<file path="config.mk">
export PLATFORM = sky130hd
export DESIGN_NAME = b1_report_sched
export DESIGN_NICKNAME = d
export VERILOG_FILES = /design/src/rtl/b1_report_sched.sv
export SDC_FILE = /design/constraint.sdc
export NUM_CORES = 1
export LEC_CHECK = 0
export BUFFER_PORTS_ARGS = -buffer_cell sky130_fd_sc_hd__buf_4
export CELL_PAD_IN_SITES_DETAIL_PLACEMENT = 2
export CELL_PAD_IN_SITES_GLOBAL_PLACEMENT = 2
export CORE_UTILIZATION = 37
export DETAILED_ROUTE_END_ITERATION = 10
export GPL_ROUTABILITY_DRIVEN = 0
export PLACE_DENSITY_LB_ADDON = 0.1
export SETUP_SLACK_MARGIN = 0.5
export SYNTH_ARGS = -nofsm -noshare
export SYNTH_HDL_FRONTEND = slang
export SYNTH_SLANG_ARGS = --single-unit
export TNS_END_PERCENT = 10
</file>
<file path="constraint.sdc">
create_clock -name rx_clk -period 15.95 [get_ports rx_clk]
set_input_delay 2.3925 -clock rx_clk [delete_from_list [all_inputs] [get_ports rx_clk]]
set_output_delay 2.3925 -clock rx_clk [all_outputs]
set_load 0.1 [all_outputs]
</file>
<file path="src/rtl/b1_report_sched.sv">
// Purpose: snapshots the BOC/TMBOC tracking channels on a PPS epoch and serialises each into a 19-byte framed report.
// Latency: PPS sampled at edge N -> SNAP after N -> header byte valid after edge N+1; back-to-back bytes while rx_ready is high.
// Backpressure: valid/ready byte interface; the byte holds until taken and the frame stalls on rx_ready low; a PPS arriving while busy is dropped and counted.
//
// Ports:
//   rx_clk, rx_rst        clock, asynchronous active-high reset
//   rx_pps                PPS epoch pulse (already synchronised)
//   rx_start, rx_stop     arm / disarm pulses (stop wins when both are high)
//   rx_ch_en[1:0]         channel mask, [0]=BOC [1]=TMBOC
//   rx_boc_*, rx_tmboc_*  live channel state (carrier NCO, code NCO, chip index, prompt I/Q)
//   tx_byte, tx_valid     byte stream towards the UART, accepted when rx_ready is high
//   tx_busy               report in progress (snapshot through the last gap)
//   tx_frame_done         pulses while a frame's checksum byte transfers
//   tx_ovf, tx_ovf_cnt    dropped-PPS pulse and saturating count
module b1_report_sched #(
    parameter logic [7:0] HDR     = 8'hA5,
    parameter int         GAP_CYC = 16
) (
    input  logic        rx_clk,
    input  logic        rx_rst,
    input  logic        rx_pps,
    input  logic        rx_start,
    input  logic        rx_stop,
    input  logic [1:0]  rx_ch_en,
    input  logic [31:0] rx_boc_car_nco,
    input  logic [31:0] rx_boc_prn_nco,
    input  logic [11:0] rx_boc_prn_phs,
    input  logic [23:0] rx_boc_bbP_real,
    input  logic [23:0] rx_boc_bbP_imag,
    input  logic [31:0] rx_tmboc_car_nco,
    input  logic [31:0] rx_tmboc_prn_nco,
    input  logic [11:0] rx_tmboc_prn_phs,
    input  logic [23:0] rx_tmboc_bbP_real,
    input  logic [23:0] rx_tmboc_bbP_imag,
    output logic [7:0]  tx_byte,
    output logic        tx_valid,
    input  logic        rx_ready,
    output logic        tx_busy,
    output logic        tx_frame_done,
    output logic        tx_ovf,
    output logic [7:0]  tx_ovf_cnt
);

    localparam int GW = $clog2(GAP_CYC + 1);

    typedef enum logic [1:0] {IDLE, SNAP, SEND, GAP} state_t;

    state_t         state, state_nxt;
    logic [4:0]     k, k_nxt;             // byte index within the frame
    logic [GW-1:0]  gap_cnt, gap_nxt;
    logic           cur, cur_nxt;         // channel being sent: 0=BOC 1=TMBOC
    logic           armed;
    logic [1:0]     en_q;

    // Snapshot registers, index 0=BOC 1=TMBOC
    logic [31:0]    car_q [2];
    logic [31:0]    prn_q [2];
    logic [11:0]    phs_q [2];
    logic [23:0]    re_q  [2];
    logic [23:0]    im_q  [2];

    logic           xfer;
    logic           last_byte;
    logic           pps_take;
    logic           overrun;

    assign tx_valid      = (state == SEND);
    assign tx_busy       = (state != IDLE);
    assign xfer          = tx_valid & rx_ready;
    assign last_byte     = (k == 5'd18);
    assign tx_frame_done = xfer & last_byte;
    assign pps_take      = rx_pps & armed & (|rx_ch_en) & (state == IDLE);
    assign overrun       = rx_pps & armed & (state != IDLE);

    // ------------------------------------------------------------------
    // Control FSM
    // ------------------------------------------------------------------
    always_ff @(posedge rx_clk or posedge rx_rst) begin
        if (rx_rst) begin
            state   <= IDLE;
            k       <= '0;
            gap_cnt <= '0;
            cur     <= 1'b0;
        end else begin
            state   <= state_nxt;
            k       <= k_nxt;
            gap_cnt <= gap_nxt;
            cur     <= cur_nxt;
        end
    end

    always_comb begin
        state_nxt = state;
        k_nxt     = k;
        gap_nxt   = gap_cnt;
        cur_nxt   = cur;
        case (state)
            IDLE: begin
                if (pps_take) state_nxt = SNAP;
            end
            SNAP: begin
                state_nxt = SEND;
                k_nxt     = '0;
                cur_nxt   = ~rx_ch_en[0];   // BOC first when enabled
            end
            SEND: begin
                if (xfer) begin
                    if (last_byte) begin
                        state_nxt = GAP;
                        gap_nxt   = '0;
                    end else begin
                        k_nxt = k + 5'd1;
                    end
                end
            end
            GAP: begin
                if (gap_cnt == GW'(GAP_CYC - 1)) begin
                    // A disarm during the first frame suppresses the TMBOC frame.
                    if (!cur && en_q[1] && armed && !rx_stop) begin
                        state_nxt = SEND;
                        k_nxt     = '0;
                        cur_nxt   = 1'b1;
                    end else begin
                        state_nxt = IDLE;
                    end
                end else begin
                    gap_nxt = gap_cnt + GW'(1);
                end
            end
            default: state_nxt = IDLE;
        endcase
    end

    // ------------------------------------------------------------------
    // Arming, snapshot and overrun bookkeeping
    // ------------------------------------------------------------------
    always_ff @(posedge rx_clk or posedge rx_rst) begin
        if (rx_rst) begin
            armed      <= 1'b0;
            en_q       <= '0;
            tx_ovf     <= 1'b0;
            tx_ovf_cnt <= '0;
            for (int i = 0; i < 2; i++) begin
                car_q[i] <= '0;
                prn_q[i] <= '0;
                phs_q[i] <= '0;
                re_q[i]  <= '0;
                im_q[i]  <= '0;
            end
        end else begin
            if (rx_stop)       armed <= 1'b0;
            else if (rx_start) armed <= 1'b1;

            if (state == SNAP) begin
                en_q     <= rx_ch_en;
                car_q[0] <= rx_boc_car_nco;
                prn_q[0] <= rx_boc_prn_nco;
                phs_q[0] <= rx_boc_prn_phs;
                re_q[0]  <= rx_boc_bbP_real;
                im_q[0]  <= rx_boc_bbP_imag;
                car_q[1] <= rx_tmboc_car_nco;
                prn_q[1] <= rx_tmboc_prn_nco;
                phs_q[1] <= rx_tmboc_prn_phs;
                re_q[1]  <= rx_tmboc_bbP_real;
                im_q[1]  <= rx_tmboc_bbP_imag;
            end

            tx_ovf <= overrun;
            if (overrun && tx_ovf_cnt != 8'hFF) tx_ovf_cnt <= tx_ovf_cnt + 8'd1;
        end
    end

    // ------------------------------------------------------------------
    // Frame assembly: the whole frame is built from the frozen snapshot and
    // the current byte is picked by shifting it left by k bytes.
    // ------------------------------------------------------------------
    logic [7:0]   id_s;
    logic [7:0]   chk_s;
    logic [135:0] body;
    logic [151:0] frame;
    logic [151:0] frame_sh;

    always_comb begin
        id_s  = cur ? 8'h02 : 8'h01;
        body  = {id_s, car_q[cur], prn_q[cur], 4'h0, phs_q[cur], re_q[cur], im_q[cur]};
        chk_s = '0;
        for (int i = 0; i < 17; i++) chk_s = chk_s ^ body[8*i +: 8];
        frame    = {HDR, body, chk_s};
        frame_sh = frame << {k, 3'b000};
    end

    assign tx_byte = (state == SEND) ? frame_sh[151:144] : 8'h00;

endmodule

</file>
======== Word-level counts from Yosys, hierarchy flattened ========
Cells that the tools add are included.
operators by class
  $add $sub $neg .......................... 3
  magnitude comparators ................... 1
  equality and inequality tests ........... 13
  shifts and indexed selects .............. 1
  mux-type cells .......................... 37
  bitwise gates (word level) .............. 24
  reduce and logical (&&, ||, !) cells .... 17
operators with widths
  operator                                       count
  2-to-1 mux 32 bit                              6
  << shifter 152 x 8 -> 152 bit                  1
  2-to-1 mux 24 bit                              6
  XOR 8 bit                                      14
  2-to-1 mux 12 bit                              3
  2-to-1 mux 5 bit                               7
  case mux 5 bit (3 select lines)                1
  2-to-1 mux 2 bit                               6
  adder 5 x 1 -> 5 bit, second input constant    2
  != test 2 bit, second input constant           5
  case mux 5 bit (2 select lines)                1
  adder 8 x 1 -> 8 bit, second input constant    1
  2-to-1 mux 8 bit                               1
  != test 8 bit, second input constant           1
  case mux 2 bit (4 select lines)                1
  AND reduction 4 bit                            2
  nonzero test 2 bit                             4
  XOR 8 x 2 -> 8 bit                             1
  XOR 8 x 4 -> 8 bit                             1
  bitwise AND 1 bit                              6
  == test 5 x 4 -> 1 bit, second input constant  1
  == test 5 bit, second input constant           1
  AND reduction 5 bit                            1
  == test 2 bit, second input constant           2
  13 further kinds                               21
storage, ports and cells
  register bits after elaboration ......... 273
  input port bits ......................... 256
  output and inout port bits .............. 20

======== Longest topological paths before layout ========
Gate-level depths: netlist of run 1.
  depth in word-level cells ............... 22
  gate-level depth with buffers ........... 11

======== Least setup slack after synthesis of run 1 ========
Ideal clock, no wire load.
  path type ............................... input -> output
  from .................................... input rx_ready
  to ...................................... output tx_frame_done
  arrival time ............................ 3798 ps
  data required time ...................... 13558 ps
  slack ................................... 9760 ps
  stages on the path ...................... 2
  path buffers ............................ 0
  cells stage by stage .................... nand2_1 > nor2_1
between the ends
  word-level cells in the longest chain between the ends .. 2
RTL lines
  item               line  RTL
  start, declared    37    input logic rx_ready,
  bitwise AND 1 bit  69    assign xfer = tx_valid & rx_ready;
  bitwise AND 1 bit  71    assign tx_frame_done = xfer & last_byte;
  end, declared      39    output logic tx_frame_done,
Every way passes these cells.

======== Worst setup path after layout of run 1 ========
  from .................................... register cur
  to ...................................... output tx_byte[4]
between the ends
  word-level cells in the longest chain between the ends .. 22
  elaborated cells on any way between the ends .. 34
RTL lines
  item                                                  line  RTL
  start, declared                                       51    logic cur, cur_nxt;
  start signal, assigned                                88    cur <= cur_nxt;
  inverter 1 -> 2 bit (implied by the code) (*)         185   body = {id_s, car_q[cur], prn_q[cur], 4'h0, phs_q[cur], re_q[cur], im_q[cur]};
  2-to-1 mux 24 bit (implied by the code) (3 in a row)  185
  XOR 8 bit (6 in a row)                                187   for (int i = 0; i < 17; i++) chk_s = chk_s ^ body[8*i +: 8];
  XOR 8 x 4 -> 8 bit                                    187
  XOR 8 bit (8 in a row)                                187
  XOR 8 x 2 -> 8 bit                                    187
  << shifter 152 x 8 -> 152 bit (*)                     189   frame_sh = frame << {k, 3'b000};
  2-to-1 mux 8 bit (*)                                  192   assign tx_byte = (state == SEND) ? frame_sh[151:144] : 8'h00;
  end, declared                                         35    output logic [7:0] tx_byte,
Mark *: on every way between the ends. The rest lies on a longest branch, timed or not. The select of a mux whose other input is x is not followed.

==> results of run 1 <==
## worst max-delay path by stage
stage	startpoint	to	slack (ns)	cells past startpoint
CTS	cur	tx_byte[4]	8.52	10
finish	cur	tx_byte[4]	8.50	10
floorplan	rx_rst	armed	6.06	1
global placement	cur	tx_byte[4]	9.21	10
detailed placement	cur	tx_byte[4]	9.11	10
global route	cur	tx_byte[4]	8.23	10
## registers in the layout, indices dropped and copies added, names as in the netlist
name        cells
tx_ovf_cnt      8
k               5
im_q           48
cur             1
car_q          64
phs_q          24
en_q            1
state           2
armed           1
re_q           48
gap_cnt         5
prn_q          64
tx_ovf          1
## cell type report
type / instances / area [um^2] / share of cell area [%]
clock buffers: 45 / 918.4 / 5.024
repair buffers: 289 / 2170 / 11.87
multi-input cells: 1238 / 7540 / 41.25
clock inverters: 11 / 136.4 / 0.7461
flip-flops and latches: 272 / 6813 / 37.27
inverters: 10 / 45.04 / 0.2464
well taps: 525 / 656.9 / 3.594
## worst min-delay path: cells and delay by family, from the launching register on
kind / cells / cell delay, ns
flops: 1 / 0.35
simple gates: 2 / 0.13
## metal layers
| metal | vias up | global-route usage [%] | wire length, um |
|---|---|---|---|
| li1 | 5671 | - | - |
| met1 | 6513 | 37.78 | 24450 |
| met2 | 336 | 48.45 | 28410 |
| met3 | 98 | 3.146 | 2665 |
| met4 | 0 | 8.056 | 1690 |
| met5 | - | 0 | 0 |
## through the flow
step           instance area, um^2  total power [mW]  utilization (%)  std cells
2_1_floorplan                14910             3.290                -       1613
3_3_place_gp                 17220             3.941            43.35       2334
3_5_place_dp                 17220             4.060            43.35       2334
4_1_cts                      18280             4.839            46.01       2390
5_1_grt                      18280             5.091            46.01       2390
6_report                     18280             4.815            46.01       2390
## power by group through the flow
stage	Clock (mW)	Combinational [mW]	Sequential [mW]
2_1_floorplan	0	1.97	1.32
3_3_place_gp	0	2.41	1.53
3_5_place_dp	0	2.51	1.55
4_1_cts	0.754	2.54	1.54
5_1_grt	0.780	2.73	1.58
6_report	0.743	2.52	1.55
## cell usage in the layout (no fill, tap or decap), drive strengths merged, types with 24 or more instances in the layout
cell / n
a21oi: 25
mux2i: 70
xor2: 107
nand2: 783
xnor2: 80
buf: 289
clkbuf: 45
nor2: 24
mux4: 56
dfrtp: 272
## logic make-up (layout without fill, tap and decap cells)
family	after synthesis	count (layout)	share of synthesized area, %
AND/OR/NAND/NOR	840	840	21.68
AO/OA/AOI/OAI	71	71	3.264
buffers and inverters	103	355	3.893
multiplexers	134	134	13.96
adder cells (fa/ha/maj)	5	5	0.4195
XOR/XNOR	188	188	11.13
flip-flops	272	272	45.65
==> impl_metrics.csv, run 1 <==
group,metric,value,unit
status,outcome,"finished, final reports clean",
global_route,grt_max_degree,100,
setup_path,cp_data_required_time,13.56,ns
synthesis,yosys.area.top_type,"dfrtp_1",
setup_path,critPathMaxFanout,57,
sta,fmax,0.1343,GHz
routing,wirelength,57220,um
sta,finalClockSkew,0.009253,ns
clock_network,cts_tree,"yes",
power,combPwrFrac,52.4,%
sta,finalCriticalPeriod,7.447,ns
hold_path,worstHoldStart,"en_q[1]",
synthesis,synth_seq_area_share,45.65,%
power,p_leak,9.037,nW
clock_network,clk_path_buf_depth,3,
power,p_clk_share,15.4,%
power,peakVddDrop,0.1394,mV
sta,worst_pin_slew,1.161,ns
floorplanning,start_util,37.53,%
synthesis,synth_cells,1613,
setup_path,r2r-end,"k[4]",
global_route,grt_pass1_wl,87120,um
synthesis,syn_nets,1874,
routing,first_pass_iters,5,
floorplanning,die_x,202.8,um
synthesis,synthArstFlopShare,100.0,%
sta,grt_setup_unrepaired,"false",
setup_path,slowest_delay,0.83,ns
synthesis,yosysUniqueCellTypes,49,
clock_network,numCtsBuffers,31,
sta,maxSlewHeadroom,22.61,%
power,p_sw_share,46.24,%
floorplanning,die_area,41110,um^2
setup_path,startpoint_type,"flip-flop",
global_route,grt_pass1_vias,14090,
setup_path,worstPathArrival,5.05,ns
routing,wl_per_cell,23.94,um
sta,fin_crit_sh,46.69,%
synthesis,syn_area_per_cell,9.245,um^2
clock_network,hold_buffers,0,
place,hpwl,43160,um
global_route,grt.total_usage,28.29,%
final_layout,fin_nets,2103,
power,power_density,263.4,nW/um^2
final_layout,syn_to_final_growth,22.58,%
setup_path,cp_top_family,"buffers and inverters",
clock_network,ctsResizeCount,0,
clock_network,clock_latency,0.57,ns
synthesis,yosys.cell_count.top_type,"nand2_1",
routing,avgViaCountPerCell,5.279,
synthesis,synth_commonest_cells,"nand2_1, dfrtp_1, xor2_1",
hold_path,holdPathEnd,"en_q[1]",
hold_path,hold_depth,2,
place,portBuffers,275,
clock_network,cts.repair_timing.setup_buffer_count,0,
setup_path,path_cells,"buf_4 > buf_4 > mux4_1 > nand2_1 > nand2_1 > a221oi_1 > a2111oi_0 > a21oi_1 > a21oi_1 > buf_4",
job,drv_cap,0,
global_route,overflow,0,
synthesis,ys_warn_count,0,
sta,fin_ws,8.503,ns
setup_path,cpMostUsedCell,"buf_4",
global_route,antenna_found_initial,2,
floorplanning,rows,73,
synthesis,synthFlopType,"dfrtp_1",
sta,setup_tns,0,ns
floorplanning,ios,276,
setup_path,path_buf_inv,3,
power,pwr-share-seq,32.1,%
setup_path,r2r_start,"k[0]",
power,intPower,2.588,mW
clock_network,htree_num_levels,1,
floorplanning,core_area,39730,um^2
power,power.switching,2.226,mW
setup_path,cp-end-kind,"output port",
sta,setup_viol,0,
sta,hold_viol_final,0,
routing,drtIter0Drc,803,
clock_network,clk_pin_slew_worst_paths,0.06,ns
routing,drtAntennaViolNets,0,
floorplanning,die_height,202.8,um
hold_path,hold_class,"flip-flop to flip-flop",
synthesis,synth_edf_count,0,
place,preCtsSetupSlack,9.111,ns
synthesis,synthesis.area,14910,um^2
setup_path,critPathSlowestCell,"buf_4",
sta,hold_ws,0.5135,ns
clock_network,cts_num_sinks,272,
final_layout,antenna_cells,0,
synthesis,ys_ff_latch,272,
clock_network,root_buffer,"clkbuf_16",
setup_path,crit_type,"flip-flop to output port",
routing,vias,12620,
routing,drc,0,
setup_path,r2r_setup_slack,12.81,ns
synthesis,yosys-top-cells-area,"dfrtp_1, nand2_1, mux4_2, xor2_1, mux2i_1",
final_layout,layout-drive-gt1-share,21.88,%
setup_path,ff2ff_path_depth,9,
sta,slew_violations,0,
synthesis,synth.top_cell.area_share,45.65,%
final_layout,fillCellCount,4322,
(Power assumes the default switching activity.)
==> run 2, diff against run 1 <==
Settings changed: CORE_UTILIZATION 37 to 31.
Clock period 15.95 ns to 6.4 ns, I/O delays scaled along.
==> run 2 against run 1 <==
Worst setup slack worse by 6.9 ns. Non-clock buffer count grew 1. Cell area up 1.6%. Clock-buffer cell count up 2. Sequential power rose to 2.5 times the previous value. Highest routed layer unchanged. Flip-flop and latch count is the same. Core utilization fell by 6.9 points. Via count decreased by 1.3%.
==> impl_metrics.csv, run 2 (synthesis gave the netlist of run 1 again) <==
group,metric,value,unit
floorplanning,die_x,221.3,um
setup_path,crit_type,"flip-flop to output port",
clock_network,ctsResizeCount,0,
sta,setup_viol,0,
place,portBuffers,275,
clock_network,clk_path_buf_depth,3,
setup_path,critPathMaxFanout,37,
sta,maxSlewHeadroom,27.20,%
setup_path,startpoint_type,"flip-flop",
power,power_density,659.1,nW/um^2
final_layout,layout_common_cells,"nand2_1, buf_4, dfrtp_1, xor2_1, xnor2_1",
clock_network,htree_num_levels,2,
sta,setup_tns,0,ns
power,peakVddDrop,0.2372,mV
setup_path,cp_data_required_time,5.44,ns
clock_network,cts_tree,"yes",
final_layout,fin_nets,2108,
global_route,grt_pass1_vias,13970,
hold_path,hold_class,"input pin to async pin",
routing,drtIter0Drc,723,
setup_path,cp_top_family,"compound AO/OA/AOI/OAI gates",
setup_path,path_depth,9,
setup_path,r2r-end,"k[4]",
power,p_leak,9.112,nW
routing,drtAntennaViolNets,0,
floorplanning,start_util,31.36,%
sta,hold_ws,0.3520,ns
clock_network,clock_latency,0.54,ns
routing,drc,0,
job,drv_cap,0,
setup_path,r2r_start,"k[1]",
setup_path,critPathSlowestCell,"dfrtp_4",
setup_path,path_cells,"buf_4 > mux4_1 > mux2i_1 > o21ai_1 > a21oi_1 > a2111oi_2 > a21oi_1 > a21oi_1 > buf_4",
status,outcome,"finished, final reports clean",
routing,wirelength,57590,um
clock_network,numCtsBuffers,35,
routing,vias,12450,
final_layout,layout-drive-gt1-share,22.19,%
sta,fmax,0.2066,GHz
final_layout,reg_top3,"car_q x64, prn_q x64",
clock_network,hold_buffers,0,
floorplanning,ios,276,
setup_path,cpMostUsedCell,"a21oi_1",
final_layout,final_common_cell,"nand2_1",
sta,worst_pin_slew,1.092,ns
setup_path,slowest_delay,0.83,ns
setup_path,worstPathArrival,3.88,ns
setup_path,path_buf_inv,2,
sta,finalCriticalPeriod,4.840,ns
sta,finalClockSkew,0.01875,ns
clock_network,cts_num_sinks,272,
floorplanning,core_area,47550,um^2
routing,first_pass_iters,4,
setup_path,critPathCapture,"tx_byte[6]",
place,hpwl,44110,um
setup_path,r2r_setup_slack,3.53,ns
clock_network,root_buffer,"clkbuf_16",
sta,hold_viol_final,0,
global_route,grt.total_usage,23.90,%
floorplanning,die_height,221.3,um
clock_network,clk_pin_slew_worst_paths,0.06,ns
floorplanning,die_area,48980,um^2
routing,avgViaCountPerCell,5.010,
setup_path,ff2ff_path_depth,8,
sta,fin_crit_sh,75.63,%
setup_path,setup.worst_path.start,"cur",
floorplanning,rows,80,
global_route,antenna_found_initial,2,
clock_network,cts.repair_timing.setup_buffer_count,0,
final_layout,antenna_cells,0,
final_layout,fillCellCount,5160,
global_route,overflow,0,
routing,wl_per_cell,23.18,um
global_route,grt_pass1_wl,87560,um
sta,grt_setup_unrepaired,"false",
final_layout,syn_to_final_growth,24.54,%
global_route,grt_max_degree,155,
sta,slew_violations,0,
setup_path,cp-end-kind,"output port",
-- run 2: changes by cell type in the layout (fill, tap and decap cells not counted), moves of 2 or more --
cell and delta:
buf_4 -2, inv_6 +3, clkinv_2 -2, buf_12 +3
clkbuf_16 +4, clkbuf_1 -2
-- run 2: worst min-delay path by stage --
stage,from,to,slack [ns],cells after the start
after floorplan,en_q[1],en_q[1],0.44,2
after global placement,en_q[1],en_q[1],0.46,2
after detailed placement,en_q[1],en_q[1],0.47,2
after CTS,rx_rst,tx_ovf_cnt[0],0.33,2
after global routing,rx_rst,tx_ovf_cnt[1],0.35,2
final,rx_rst,tx_ovf_cnt[0],0.35,2
-- run 2: metal layers --
layer	vias to the layer above	global-route usage [%]	wire, um
met4	0	6.790	1321
li1	5674	-	-
met3	69	2.802	1899
met5	-	0	0
met1	6441	31.55	25810
met2	265	41.17	28560
-- run 2: final cells by class --
class	instances	area, um^2	area share (%)
Tap cell	615	769.5	4.143
Sequential cell	272	6813	36.68
Inverter	10	41.29	0.2223
Multi-Input combinational cell	1238	7540	40.60
Timing Repair Buffer	290	2215	11.92
Clock buffer	47	1011	5.444
Clock inverter	13	182.7	0.9836
-- run 2: worst register-to-register path, cell delays in order, from the launching register on --
cell and delay (ns):
dfrtp_2 0.90, buf_4 0.55, ha_1 0.24, nand3_1 0.15
a31oi_1 0.38, nor2_1 0.14, nand4_1 0.15, xor2_1 0.18
nor2_1 0.06
-- run 2: through the flow --
step,setup slack [ns],total power [mW],area [um^2],utilization [%],cells
after detailed placement,2.152,10.23,17380,36.55,2425
final,1.560,12.24,18570,39.06,2485
after global routing,1.359,12.97,18570,39.06,2485
after floorplan,1.845,8.200,14920,-,1613
after CTS,1.545,12.38,18570,39.06,2485
after global placement,2.203,10.01,17380,36.55,2425
-- run 2: where the power goes --
group | internal [mW] | switching, mW
Clock | 1.27 | 0.792
Combinational | 2.78 | 3.49
Sequential | 2.57 | 1.34
Total | 6.62 | 5.62
